File: config.mk
export PLATFORM = sky130hd
export DESIGN_NAME = instr_fetch_unit
export DESIGN_NICKNAME = d
export VERILOG_FILES = /design/src/rtl/instr_fetch_unit.sv
export SDC_FILE = /design/constraint.sdc
export NUM_CORES = 1
export LEC_CHECK = 0
export BUFFER_PORTS_ARGS = -buffer_cell sky130_fd_sc_hd__buf_2
export CAP_MARGIN = 25
export CORE_ASPECT_RATIO = 2
export CORE_MARGIN = 2
export CORE_UTILIZATION = 35
export DETAILED_ROUTE_END_ITERATION = 8
export GPL_TIMING_DRIVEN = 1
export PLACE_DENSITY_LB_ADDON = 0.1
export SYNTH_ARGS = -nofsm -noshare
export SYNTH_HDL_FRONTEND = slang
export SYNTH_SLANG_ARGS = --single-unit
File: constraint.sdc
create_clock -name clk -period 2.1 [get_ports clk]
set_clock_uncertainty 0.05 [all_clocks]
set_input_delay 0.21 -clock clk [delete_from_list [all_inputs] [get_ports clk]]
set_output_delay 0.21 -clock clk [all_outputs]
set_load 0.005 [all_outputs]
File: src/rtl/instr_fetch_unit.sv
// Instruction fetch: owns the fetch PC, issues IM reads into a DEPTH-entry
// {pc, instr} prefetch FIFO, and presents the FIFO head to decode. Optional HLT stop: HALT_DETECT_EN.
// Latency: IM data lands in the FIFO at the edge closing the issue cycle; head is combinational.
// Backpressure: fetch stalls while the FIFO is full or halted; a redirect squashes the FIFO.
module instr_fetch_unit #(
    parameter int          DEPTH    = 4,
    parameter logic [15:0] RESET_PC = 16'h0000
) (
    input  logic        clk,
    input  logic        rst_n,
    output logic [15:0] im_addr,
    output logic        im_rd_en,
    input  logic [15:0] im_instr,
    output logic [15:0] if_instr,
    output logic [15:0] if_pc,
    output logic        if_valid,
    input  logic        if_ready,
    input  logic        br_taken,
    input  logic [15:0] br_target,
    output logic        fetch_halted
);

    localparam int PW = $clog2(DEPTH);
    localparam int CW = PW + 1;

    typedef struct packed {
        logic [15:0] pc;
        logic [15:0] instr;
    } entry_t;

    entry_t          mem_q [DEPTH];
    entry_t          mem_d [DEPTH];
    logic [PW-1:0]   rd_ptr_q, rd_ptr_d;
    logic [PW-1:0]   wr_ptr_q, wr_ptr_d;
    logic [CW-1:0]   count_q, count_d;
    logic [15:0]     fetch_pc_q, fetch_pc_d;
    logic            halted_q, halted_d;

    logic            push;
    logic            pop;
    logic            is_hlt;

`ifdef HALT_DETECT_EN
    assign is_hlt = (im_instr[15:12] == 4'hF);
`else
    assign is_hlt = 1'b0;
`endif

    // Issue ignores a same-cycle pop, so a push can never land on a full FIFO.
    assign im_rd_en     = rst_n & ~br_taken & ~halted_q & (count_q < CW'(DEPTH));
    assign im_addr      = fetch_pc_q;
    assign if_valid     = rst_n & (count_q != '0);
    assign if_instr     = if_valid ? mem_q[rd_ptr_q].instr : 16'h0000;
    assign if_pc        = if_valid ? mem_q[rd_ptr_q].pc    : 16'h0000;
    assign fetch_halted = halted_q;

    assign push = im_rd_en;
    assign pop  = if_valid & if_ready;

    always_comb begin
        mem_d      = mem_q;
        rd_ptr_d   = rd_ptr_q;
        wr_ptr_d   = wr_ptr_q;
        count_d    = count_q;
        fetch_pc_d = fetch_pc_q;
        halted_d   = halted_q;

        if (br_taken) begin
            // Redirect discards everything queued, including a same-cycle pop.
            count_d    = '0;
            rd_ptr_d   = wr_ptr_q;
            fetch_pc_d = br_target;
            halted_d   = 1'b0;
        end else begin
            if (push) begin
                mem_d[wr_ptr_q] = '{pc: fetch_pc_q, instr: im_instr};
                wr_ptr_d        = wr_ptr_q + 1'b1;
                fetch_pc_d      = fetch_pc_q + 16'd1;
                halted_d        = halted_q | is_hlt;
            end
            if (pop) begin
                rd_ptr_d = rd_ptr_q + 1'b1;
            end
            case ({push, pop})
                2'b10:   count_d = count_q + 1'b1;
                2'b01:   count_d = count_q - 1'b1;
                default: count_d = count_q;
            endcase
        end
    end

    always_ff @(posedge clk) begin
        if (!rst_n) begin
            rd_ptr_q   <= '0;
            wr_ptr_q   <= '0;
            count_q    <= '0;
            fetch_pc_q <= RESET_PC;
            halted_q   <= 1'b0;
        end else begin
            rd_ptr_q   <= rd_ptr_d;
            wr_ptr_q   <= wr_ptr_d;
            count_q    <= count_d;
            fetch_pc_q <= fetch_pc_d;
            halted_q   <= halted_d;
        end
    end

    // Storage needs no reset: entries are only visible once count covers them.
    always_ff @(posedge clk) begin
        mem_q <= mem_d;
    end

endmodule

==> impl_metrics.csv, run 1 <==
group,metric,value,unit
synthesis,yosysSeqAreaShare,70.18,%
synthesis,synth_cells,363,
placement,gp_congestion,0.7490,
drt,vias,3559,
global_route,grt.busiest_layer,"met2",
cts,worstSkewPairLatency,420,ps
global_route,grt_use_met1,16.61,%
layout,fill_cells,1553,
global_route,use_met3,3.510,%
worst_setup_path,cp_max_fo,4,
global_route,overflow,0,
worst_setup_path,reg2reg_setup_slack,80,ps
power,p_total,7.217,mW
worst_setup_path,crit_required,1840,ps
cts,cts_max_level,4,
cts,numCtsBuffers,17,
cts,clock_path_buffers,2,
drt,dr.pass1.iters,4,
timing,rsz0062_at_grt,"true",
drt,route.detailed.drc,0,
power,p_per_area,886.4,mW/mm^2
min_path,hold_class,"in2reg",
global_route,antenna_found_initial,0,
placement,io_buffers,85,
cts,path_clk_slew,60,ps
flow_run,max_cap_viol_count,0,
drt,post_drt_via_cell_ratio,4.957,
timing,setup_viol,5,
run_status,status,"finished with violations",
worst_setup_path,crit_type,"reg2out",
layout,n_antenna_cell,0,
synthesis,syn_area,0.006133,mm^2
synthesis,synth-warning-count,0,
worst_setup_path,arrival,1850,ps
power,p_leak,2.899,nW
synthesis,syn_area_per_cell,16.90,um^2
global_route,grt_max_degree,35,
layout,layout_common_cells,"edfxtp_1, buf_2, mux4_2",
timing,fmax,0.4736,GHz
layout,final_common_cell,"edfxtp_1",
floorplan,initial_core_util,35.69,%
global_route,gr-usage-all-layers,15.33,%
drt,final_antenna_net_count,0,
run_status,violations,"setup timing",
global_route,gr-usage-met2,28.49,%
floorplan,io_pins,87,
global_route,grt_pass1_vias,3851,
global_route,grt_pass1_wl,21330,um
floorplan,dieArea,0.01866,mm^2
worst_setup_path,start_kind,"flip-flop",
synthesis,synth_cell_types,32,
placement,post-dp-hpwl,8666,um
timing,relSlewSlack,60.76,%
placement,placed_area,0.007032,mm^2
timing,fin_crit,2112,ps
timing,fin_setup_tns,-22.39,ps
power,irDropWorstVdd,566.2,uV
timing,slew_violations,0,
cts,clock-root-buffer,"clkbuf_16",
floorplan,die_y,191.2,um
drt,routedWlPerCell,18.81,um
timing,period_share,100.6,%
timing,finalHoldViolCount,0,
cts,cts_sinks,151,
floorplan,core_area,0.01719,mm^2
drt,drtIter0Drc,180,
cts,cts_tree,"built",
timing,tightest_slew,588.0,ps
floorplan,die_x,97.61,um
layout,fin_area,0.008142,mm^2
floorplan,row_count,68,
worst_setup_path,cp-end-kind,"primary output",
layout,final_nets,538,
layout,drive_gt1_share,41.93,%
drt,wl,13510,um
synthesis,synth_nets,406,
timing,worst_slack,-11.56,ps
synthesis,synth-seq-cells,151,
layout,syn_to_final_growth,32.74,%
worst max-delay path, stage by stage (launching register included):
cell and delay [ps]:
dfxtp_4 400, buf_12 130, clkbuf_16 140, mux4_2 480, and2_1 160, buf_2 120
state kept, by name, summed over array words and instances, names as in the netlist:
register  count
wr_ptr_q      2
rd_ptr_q      2
mem_q       128
count_q       3
im_addr      16
cell usage after synthesis:
cell type	count	area, um^2
dfxtp_1	23	460.4
nor3_1	5	25.02
a21oi_1	13	65.06
buf_4	4	30.03
nand2_1	17	63.81
mux4_2	32	720.7
ha_1	6	75.07
conb_1	1	3.750
buf_2	5	25.02
nand4_4	1	21.27
o21ai_0	23	115.1
and2_1	42	262.8
xnor2_1	13	113.9
nor2b_1	1	6.260
edfxtp_1	128	3844
fa_1	1	20.02
a31oi_1	1	6.260
buf_1	1	3.750
or3_1	1	6.260
nand3_1	3	15.01
clkbuf_1	9	33.78
nor2_1	4	15.01
or4b_1	1	10.01
xor2_1	6	52.55
o31a_1	1	8.760
nand4b_1	2	17.52
inv_1	7	26.28
nor3b_1	1	7.510
nor4_1	3	18.77
nor3b_2	1	12.51
nand4_1	6	37.54
mux2i_1	1	10.01
where the power goes:
part / leakage (nW) / internal, mW / switching (mW)
clock network: 0.311 / 2.10 / 1.15
registers: 1.37 / 3.36 / 0.0718
logic: 1.22 / 0.296 / 0.235
total: 2.90 / 5.76 / 1.46
cells by family (layout without fill, tap and decap cells):
kind of cell             Yosys count  in the layout  share of synthesized area (%)
buffers and inverters             26            171                          1.938
AND/OR/NAND/NOR                   88             88                          8.466
other                              1              1                        0.06114
AO/OA/AOI/OAI                     38             38                          3.182
XOR/XNOR                          19             19                          2.713
multiplexers                      33             33                          11.91
adder cells (fa/ha/maj)            7              7                          1.550
flip-flops                       151            151                          70.18
area by class of cell:
class | instances | area, um^2 | share of cell area, %
Sequential cell | 151 | 4314 | 52.99
Clock buffer | 19 | 432.9 | 5.317
Multi-Input combinational cell | 186 | 1780 | 21.87
Timing Repair Buffer | 132 | 1121 | 13.77
Tap cell | 210 | 262.8 | 3.227
Inverter | 7 | 26.28 | 0.3227
Clock inverter | 13 | 203.9 | 2.505
layer usage:
layer	vias to the layer above	wire (um)
met1	1809	5238
met2	77	7666
li1	1660	-
met3	13	384
met4	0	219
met5	-	0
worst paths after layout:
check | from | end | depth (start not counted)
max | rd_ptr_q[0] | if_pc[3] | 5
min | br_target[15] | im_addr[15] | 3
max reg2reg | count_q[2] | count_q[2] | 8
min reg2reg | count_q[0] | count_q[0] | 2
what timing repair did:
item | CTS | global route
hold buffers | 17 | 0
resized for setup | 30 | 25
cloned | 1 | 1
pin swaps | 0 | 0
setup buffers | 1 | 1
setup endpoints to repair | 32 | 33
hold endpoints to repair | 65 | 0
per-stage QoR:
stage          util (%)  std cells  hold slack (ps)  worst slack [ps]
2_1_floorplan         -        363            258.9             76.22
3_3_place_gp      40.91        665            372.9             120.5
3_5_place_dp      40.91        665            376.1             17.21
4_1_cts           46.52        716            1.946            -51.88
5_1_grt           47.37        718            45.29            -74.83
6_report          47.37        718            30.17            -11.56
(Power assumes the default switching activity.)
==> run 2, diff against run 1 <==
Settings changed: CORE_UTILIZATION 35 to 40, SLEW_MARGIN set to 20.
Clock period 2.1 ns to 2.7 ns, I/O delays scaled along.
==> impl_metrics.csv, run 2 (same netlist as run 1, synthesis figures left out) <==
group,metric,value,unit
power,seqPwrFrac,48.4,%
floorplan,dieArea,0.01640,mm^2
worst_setup_path,r2r_start,"count_q[0]",
layout,n_antenna_cell,0,
power,swShare,20.22,%
cts,numCtsBuffers,17,
global_route,antenna_found_initial,0,
power,power.switching,1.118,mW
floorplan,core_area,0.01513,mm^2
power,internal-power,4.412,mW
min_path,worstHoldStart,"im_instr[0]",
worst_setup_path,arrival,2110,ps
drt,wl,12550,um
cts,cts_resized,0,
cts,postCtsSetupRepairBufs,0,
drt,drtIter0Drc,153,
cts,clock_path_buffers,2,
layout,final_util,49.59,%
global_route,overflow,0,
drt,final_antenna_net_count,0,
cts,cts_sinks,151,
worst_setup_path,cp_max_fo,16,
drt,route.detailed.drc,0,
cts,holdBufCountCts,1,
layout,largest_reg_flops,128,
placement,gp_congestion,0.7640,
layout,layout_common_cells,"edfxtp_1, buf_2, and2_1",
timing,fmax,0.4109,GHz
drt,dr.pass1.iters,5,
layout,syn_to_final_growth,22.38,%
timing,rsz0062_at_grt,"false",
cts,worstSkewPairLatency,410,ps
power,pwr-share-clk,45.8,%
cts,cts_max_level,4,
floorplan,io_pins,87,
timing,tightest_slew,682.9,ps
run_status,status,"finished, final reports clean",
power,irDropWorstVdd,459.7,uV
timing,worst_slack,266.1,ps
timing,slew_violations,0,
power,p_leak,2.663,nW
layout,drive_gt1_share,35.37,%
power,p_per_area,736.7,mW/mm^2
global_route,grt_pass1_wl,19770,um
placement,io_buffers,85,
floorplan,die_y,179.1,um
drt,post_drt_via_cell_ratio,5.073,
global_route,grt_max_degree,35,
worst_setup_path,crit_required,2380,ps
power,pwr-share-comb,5.7,%
worst_setup_path,start_kind,"flip-flop",
layout,top_register,"mem_q",
timing,finalHoldViolCount,0,
placement,place_ws,331.1,ps
worst_setup_path,startpoint,"rd_ptr_q[0]",
timing,period_share,90.14,%
worst_setup_path,crit_type,"reg2out",
timing,fin_crit,2434,ps
flow_run,max_cap_viol_count,0,
worst_setup_path,endpoint,"if_pc[2]",
global_route,grt_pass1_vias,3613,
power,p_total,5.529,mW
worst_setup_path,reg2reg_setup_slack,610,ps
timing,relSlewSlack,54.42,%
timing,setup_viol,0,
layout,final_nets,505,
worst_setup_path,reg2reg_to,"count_q[2]",
floorplan,row_count,64,
timing,fin_setup_tns,0,ps
min_path,hold_class,"in2reg",
floorplan,initial_core_util,40.53,%
drt,routedWlPerCell,18.65,um
timing,whs,22.18,ps
worst_setup_path,rr_worst_depth,8,
layout,final_common_cell,"edfxtp_1",
cts,cts_tree,"built",
worst_setup_path,cp-end-kind,"primary output",
cts,path_clk_slew,60,ps
cts,clock-root-buffer,"clkbuf_16",
global_route,gr-usage-all-layers,16.31,%
placement,post-dp-hpwl,8094,um
drt,vias,3414,
floorplan,die_x,91.56,um
-- run 2: final cells by class --
cell class | count | area, um^2
clock buffer | 19 | 432.9
inverter | 7 | 26.28
fill | 1316 | 7629
tap | 198 | 247.7
sequential | 151 | 4307
clock inverter | 13 | 206.4
multi-input combinational | 186 | 1715
timing repair buffer | 99 | 570.5
-- run 2: worst max-delay path, stage by stage, from the launching register on --
cell	delay (ps)
dfxtp_2	600
buf_12	250
mux4_2	520
and2_1	190
buf_2	130
-- run 2: power groups by stage --
| stage | Clock, mW | Sequential (mW) | Combinational (mW) |
|---|---|---|---|
| floorplan | 0 | 2.70 | 0.201 |
| finish | 2.53 | 2.68 | 0.318 |
| CTS | 2.58 | 2.68 | 0.327 |
| global route | 2.67 | 2.69 | 0.355 |
| detailed placement | 0 | 2.73 | 0.325 |
| global placement | 0 | 2.72 | 0.316 |
-- run 2: how the worst min path moves through the flow --
stage	cells after the start	slack [ps]	end
after global routing	1	10	mem_q[64]
final	1	20	mem_q[64]
after floorplan	0	320	mem_q[0]
after CTS	1	8	mem_q[32]
after detailed placement	1	440	mem_q[98]
after global placement	1	430	mem_q[44]
-- run 2: routing by layer --
metal	part of all wire, %	wire length (um)	vias to the layer above	GRT usage [%]
met2	53	6674	72	27.76
met4	1.3	159	0	6.439
met1	42	5304	1743	20.09
met3	3.3	412	8	3.741
li1	-	-	1591	-
met5	0	0	-	0
-- run 2: per-stage QoR --
step	area, um^2	cells
2_1_floorplan	6133	363
3_3_place_gp	6857	640
3_5_place_dp	6857	640
4_1_cts	7506	673
5_1_grt	7506	673
6_report	7506	673
